File: config.mk
export PLATFORM = sky130hd
export DESIGN_NAME = conversor_bcd_seq
export DESIGN_NICKNAME = d
export VERILOG_FILES = /design/src/rtl/conversor_bcd_seq_pkg.sv /design/src/rtl/conversor_bcd_seq_corretor_digito.sv /design/src/rtl/conversor_bcd_seq.sv
export SDC_FILE = /design/constraint.sdc
export NUM_CORES = 1
export LEC_CHECK = 0
export CORE_MARGIN = 2
export CORE_UTILIZATION = 45
export CTS_BUF_LIST = sky130_fd_sc_hd__clkbuf_4
export DETAILED_ROUTE_END_ITERATION = 16
export GPL_TIMING_DRIVEN = 0
export PLACE_DENSITY = 0.73
export SYNTH_ARGS = -nofsm -noshare
export SYNTH_HDL_FRONTEND = slang
export SYNTH_SLANG_ARGS = --single-unit
File: constraint.sdc
create_clock -name clk -period 4.08 [get_ports clk]
set_input_delay 0.816 -clock clk [delete_from_list [all_inputs] [get_ports clk]]
set_output_delay 0.816 -clock clk [all_outputs]
set_load 0.02 [all_outputs]
File: src/rtl/conversor_bcd_seq_pkg.sv
// -----------------------------------------------------------------------------
// conversor_bcd_seq_pkg
// Shared definitions for the sequential binary-to-BCD converter:
//   estado_t        - controller states (OCIOSO, DESLOCA, FIM)
//   BCD_LARG        - bits per BCD digit
//   LIMIAR_CORRECAO - digit value from which the add-3 correction applies
//   CORRECAO        - amount added to a digit before each shift
// -----------------------------------------------------------------------------
package conversor_bcd_seq_pkg;

    typedef enum logic [1:0] {
        OCIOSO  = 2'd0,
        DESLOCA = 2'd1,
        FIM     = 2'd2
    } estado_t;

    localparam int BCD_LARG        = 4;
    localparam int LIMIAR_CORRECAO = 5;
    localparam int CORRECAO        = 3;

endpackage

File: src/rtl/conversor_bcd_seq_corretor_digito.sv
// -----------------------------------------------------------------------------
// corretor_digito
// Single-digit double-dabble correction: adds 3 to a BCD digit whose value is
// 5 or more, so that the following left shift carries into the next digit.
// Ports:
//   digito_i - 4-bit digit before correction
//   digito_o - 4-bit digit after correction (no carry out)
// -----------------------------------------------------------------------------
module corretor_digito
    import conversor_bcd_seq_pkg::*;
(
    input  logic [BCD_LARG-1:0] digito_i,
    output logic [BCD_LARG-1:0] digito_o
);

    always_comb begin
        if (digito_i >= BCD_LARG'(LIMIAR_CORRECAO)) begin
            digito_o = digito_i + BCD_LARG'(CORRECAO);
        end else begin
            digito_o = digito_i;
        end
    end

endmodule

File: src/rtl/conversor_bcd_seq.sv
// -----------------------------------------------------------------------------
// conversor_bcd_seq
// Sequential binary-to-BCD converter (shift-and-add-3, one bit per clock)
// with optional two's-complement input and an overflow flag.
// Parameters:
//   LARGURA - input word width in bits (>= 2)
//   DIGITOS - number of BCD output digits (>= 1)
// Ports:
//   clk        - system clock, rising edge
//   reset      - asynchronous active-high reset
//   inicio     - start request, honoured only while idle
//   entrada    - binary operand, captured with inicio
//   modo_sinal - 1: entrada is two's complement; captured with inicio
//   ocupado    - conversion in progress
//   pronto     - one-cycle pulse, result registers updated this cycle
//   bcd        - packed BCD result, units digit in bits [3:0]
//   negativo   - sign of the last result
//   estouro    - last magnitude did not fit in DIGITOS digits
// -----------------------------------------------------------------------------
module conversor_bcd_seq
    import conversor_bcd_seq_pkg::*;
#(
    parameter int LARGURA = 8,
    parameter int DIGITOS = 3
) (
    input  logic                        clk,
    input  logic                        reset,
    input  logic                        inicio,
    input  logic [LARGURA-1:0]          entrada,
    input  logic                        modo_sinal,
    output logic                        ocupado,
    output logic                        pronto,
    output logic [BCD_LARG*DIGITOS-1:0] bcd,
    output logic                        negativo,
    output logic                        estouro
);

    localparam int CW = $clog2(LARGURA + 1);
    localparam int SW = BCD_LARG * DIGITOS;

    // Controller
    estado_t estado_q;
    estado_t estado_d;

    logic captura;
    logic desloca;
    logic carrega;

    // Conversion scratch state
    logic [CW-1:0]      contador_q;
    logic [CW-1:0]      contador_d;
    logic [SW-1:0]      rascunho_q;
    logic [SW-1:0]      rascunho_d;
    logic [LARGURA-1:0] magnitude_q;
    logic [LARGURA-1:0] magnitude_d;
    logic               sinal_q;
    logic               sinal_d;
    logic               estouro_int_q;
    logic               estouro_int_d;

    // Visible result registers
    logic [SW-1:0]      bcd_q;
    logic               negativo_q;
    logic               estouro_q;
    logic               pronto_q;

    // Scratch digits after the add-3 correction
    logic [SW-1:0]      corrigido;

    genvar gi;
    generate
        for (gi = 0; gi < DIGITOS; gi++) begin : g_corretor
            corretor_digito u_corretor (
                .digito_i (rascunho_q[gi*BCD_LARG +: BCD_LARG]),
                .digito_o (corrigido[gi*BCD_LARG +: BCD_LARG])
            );
        end
    endgenerate

    // ---------------------------------------------------------------- FSM ---
    always_ff @(posedge clk or posedge reset) begin
        if (reset) begin
            estado_q <= OCIOSO;
        end else begin
            estado_q <= estado_d;
        end
    end

    always_comb begin
        estado_d = estado_q;
        case (estado_q)
            OCIOSO: begin
                if (inicio) begin
                    estado_d = DESLOCA;
                end
            end
            DESLOCA: begin
                // Counter at 1 means this edge performs the last shift.
                if (contador_q == CW'(1)) begin
                    estado_d = FIM;
                end
            end
            FIM: begin
                estado_d = OCIOSO;
            end
            default: begin
                estado_d = OCIOSO;
            end
        endcase
    end

    always_comb begin
        ocupado = (estado_q != OCIOSO);
        captura = (estado_q == OCIOSO) && inicio;
        desloca = (estado_q == DESLOCA);
        carrega = (estado_q == FIM);
    end

    // ----------------------------------------------------------- Datapath ---
    always_comb begin
        contador_d    = contador_q;
        rascunho_d    = rascunho_q;
        magnitude_d   = magnitude_q;
        sinal_d       = sinal_q;
        estouro_int_d = estouro_int_q;

        if (captura) begin
            // Negating the most negative value wraps back onto itself, which
            // read as unsigned is exactly the required magnitude 2^(LARGURA-1).
            sinal_d       = modo_sinal && entrada[LARGURA-1];
            magnitude_d   = sinal_d ? (~entrada + LARGURA'(1)) : entrada;
            rascunho_d    = '0;
            estouro_int_d = 1'b0;
            contador_d    = CW'(LARGURA);
        end else if (desloca) begin
            rascunho_d    = {corrigido[SW-2:0], magnitude_q[LARGURA-1]};
            magnitude_d   = {magnitude_q[LARGURA-2:0], 1'b0};
            // Any 1 leaving the top digit means the value needs more digits.
            estouro_int_d = estouro_int_q | corrigido[SW-1];
            contador_d    = contador_q - CW'(1);
        end
    end

    always_ff @(posedge clk or posedge reset) begin
        if (reset) begin
            contador_q    <= '0;
            rascunho_q    <= '0;
            magnitude_q   <= '0;
            sinal_q       <= 1'b0;
            estouro_int_q <= 1'b0;
        end else begin
            contador_q    <= contador_d;
            rascunho_q    <= rascunho_d;
            magnitude_q   <= magnitude_d;
            sinal_q       <= sinal_d;
            estouro_int_q <= estouro_int_d;
        end
    end

    // Results are loaded on the edge that leaves FIM, so pronto rises
    // together with the new values.
    always_ff @(posedge clk or posedge reset) begin
        if (reset) begin
            bcd_q      <= '0;
            negativo_q <= 1'b0;
            estouro_q  <= 1'b0;
            pronto_q   <= 1'b0;
        end else begin
            pronto_q <= carrega;
            if (carrega) begin
                bcd_q      <= rascunho_q;
                negativo_q <= sinal_q;
                estouro_q  <= estouro_int_q;
            end
        end
    end

    assign pronto   = pronto_q;
    assign bcd      = bcd_q;
    assign negativo = negativo_q;
    assign estouro  = estouro_q;

endmodule

==> impl_metrics.toml <==
[outcome]
status = "finished clean"

[layout]
utilization_pct = 56.7
multiInputGateArea_um2 = 927
antenna_cells = 0
syn2layout_area_growth_pct = 19.7
fin_cells = 285
final_nets = 253
drive_above_1_share_pct = 13.7
seq_area_um2 = 1080
n_fill_cell = 413

[synthesis]
synth-seq-area-share_pct = 51.4
synth_area_um2 = 2090
syn_nets = 219
syn_area_per_cell_um2 = 10.6
yosysTopAreaCell = "dfrtp_1"
synth_warnings = 0
synth_top_cells_by_area = "dfrtp_1 51%, mux2_2 7.0%, ha_1 5.4%"
yosys.cell_types.count = 31
synth_top_area_share_pct = 51.4
synth_cells = 198
yosys_register_bits = 43

[power]
power_density_nw_per_um2 = 711
vdd_drop_max_v = 0.000384
finalPower_mw = 1.78
p_leak_nw = 1.14

[setup_path]
rrSetupSlack_ns = 2.36
crit_required_ns = 3.26
cp-start-kind = "register"
timing_worst_setup_path_type = "register to output pin"
r2r_end = "rascunho_q[2]$_DFFE_PP0P_"
rr_worst_depth = 6
r2r-start = "rascunho_q[0]$_DFFE_PP0P_"
path_max_fanout = 8
cp.arrival_ns = 1.77
worst_setup_path_end_kind = "output pin"

[clocking]
clk_latency_ns = 0.36
ctsRootBufferMaster = "clkbuf_4"
cts_setup_buffers = 0
path_clk_slew_ns = 0.12
htreeDepth = 2
cts_hold_buf = 0
ctsResizeCount = 0
cts_tree = "done"
cts_buffer_depth = 2
cts_buffers = 5
cts_num_sinks = 43

[global_routing]
grtUsageMet1_pct = 22.6
grt_first_pass_wirelength_um = 6850
use_met2_pct = 27.4
antenna_found_initial = 0
grt_pass1_vias = 1486
busiest_layer = "met2"
grt_use_total_pct = 17.3
use_met3_pct = 5.00
grt-ovfl-total = 0
grt_max_degree = 44

[timing]
hold_violations = 0
rsz0062_at_grt = "no"
fin_setup_tns_ns = 0
slew_violations = 0
setup_viol = 0
worstMarginPinSlew_ns = 0.864
max_freq_mhz = 387
timing.slew.headroom_pct = 42.3
skew_ns = 0.00660
period_minus_slack_ns = 2.59
post-route-period-util_pct = 63.4

[placement]
place_inst = 277
io_buffers = 27
hpwl_um = 2700
globalplace.congestion = 0.758

[route]
firstDrtPassIters = 4
final_antenna_net_count = 0
via_per_inst = 5.31
vias = 1512
drtIter0Drc = 69
route.detailed.drc = 0
wl_per_cell_um = 13.5
wl_um = 3840

[min_path]
hp-start = "magnitude_q[7]$_DFFE_PP0P_"
holdPathStages = 2
hold_path_end = "rascunho_q[0]$_DFFE_PP0P_"
hp-class = "register to register"

[die]
rows = 24
die_height_um = 72.2
io-pin-count = 28
initial_core_util_pct = 47.4
core_um2 = 4410
chipWidth_um = 72.2
die_area_um2 = 5210

[run]
drv_cap = 0
## kinds of logic (layout without fill, tap and decap cells)
family | Yosys count | in the layout | share of synthesized area (%)
AND/OR/NAND/NOR | 48 | 48 | 10.8
flip-flops | 43 | 43 | 51.4
XOR/XNOR | 12 | 12 | 5.02
adder cells (fa/ha/maj) | 9 | 9 | 5.38
multiplexers | 15 | 15 | 7.95
AO/OA/AOI/OAI | 49 | 49 | 15.2
buffers and inverters | 22 | 57 | 4.30
## per-stage QoR
stage | worst slack, ns | hold WS [ns] | instance area, um2
final | 1.49 | 0.487 | 2500
after global routing | 1.41 | 0.522 | 2500
after CTS | 1.47 | 0.491 | 2500
after detailed placement | 1.66 | 0.460 | 2430
after global placement | 1.39 | 0.458 | 2430
after floorplan | 2.24 | 0.440 | 2090
## layout by cell type (no fill, tap or decap), types with 2 or more instances in the layout
cell / count
a21oi_1: 6
a22oi_1: 2
a31oi_1: 4
a32o_1: 3
and3_1: 2
buf_2: 6
clkbuf_1: 3
clkbuf_4: 5
clkdlybuf4s50_1: 27
dfrtp_1: 43
ha_1: 9
inv_1: 12
mux2_2: 13
mux2i_1: 2
nand2_1: 24
nand2b_1: 5
nand3_1: 3
nor2_1: 9
o21ai_0: 18
o22ai_1: 4
o31ai_1: 6
o32ai_1: 2
xnor2_1: 8
xor2_1: 4
## how the worst max path moves through the flow
stage | depth (start not counted) | from | end
2_1_floorplan | 4 | entrada[1] | magnitude_q[5]$_DFFE_PP0P_
5_1_grt | 4 | estado_q[1]$_DFFE_PP0P_ | ocupado
3_3_place_gp | 2 | reset | magnitude_q[0]$_DFFE_PP0P_
4_1_cts | 4 | estado_q[1]$_DFFE_PP0P_ | ocupado
3_5_place_dp | 5 | entrada[1] | magnitude_q[5]$_DFFE_PP0P_
6_report | 4 | estado_q[1]$_DFFE_PP0P_ | ocupado
## cells in the mapped netlist
cell type	n
and3_1	2
inv_1	13
nand2_1	24
dfrtp_1	43
nor2b_1	1
o311ai_0	1
a22oi_1	2
a32o_1	3
xnor2_1	8
nor2_2	1
a31oi_1	4
nand2b_1	5
nand3_1	3
o22ai_1	4
o31ai_1	6
nor2_1	9
mux2i_1	2
buf_2	6
xor2_1	4
or4_4	1
o21bai_1	1
o32ai_1	2
clkbuf_1	3
a211oi_1	1
or2_2	1
o41ai_2	1
nor4_2	1
o21ai_0	18
mux2_2	13
a21oi_1	6
ha_1	9
## layer usage
layer	share of wire, %	vias up
met5	0	-
met4	1.6	0
met3	3.7	6
met2	47	21
met1	48	730
li1	-	755
## worst max-delay path, cell delays in order, from the launching register on
cell and delay [ns]:
dfrtp_1 0.34, clkbuf_1 0.27, nor2_1 0.13, inv_1 0.07, clkdlybuf4s50_1 0.60
## registers in the layout, summed over array words and instances (netlist names)
name	cells
pronto	1
estouro	1
estouro_int_q	1
contador_q	4
bcd	12
sinal_q	1
estado_q	2
rascunho_q	12
magnitude_q	8
negativo	1
## cell type report
class	count	share of cell area [%]
flip-flops and latches	43	43.0
multi-input cells	133	37.0
repair buffers	27	10.8
well taps	52	2.60
inverters	13	1.95
plain buffers	9	1.65
clock inverters	3	1.55
clock buffers	5	1.50
## power breakdown
part	switching (mW)	internal (mW)	total [mW]
sequential	0.116	0.598	0.714
clock	0.136	0.126	0.262
combinational	0.421	0.383	0.804
total	0.673	1.11	1.78
No activity file was read; power rests on OpenSTA's default activity.
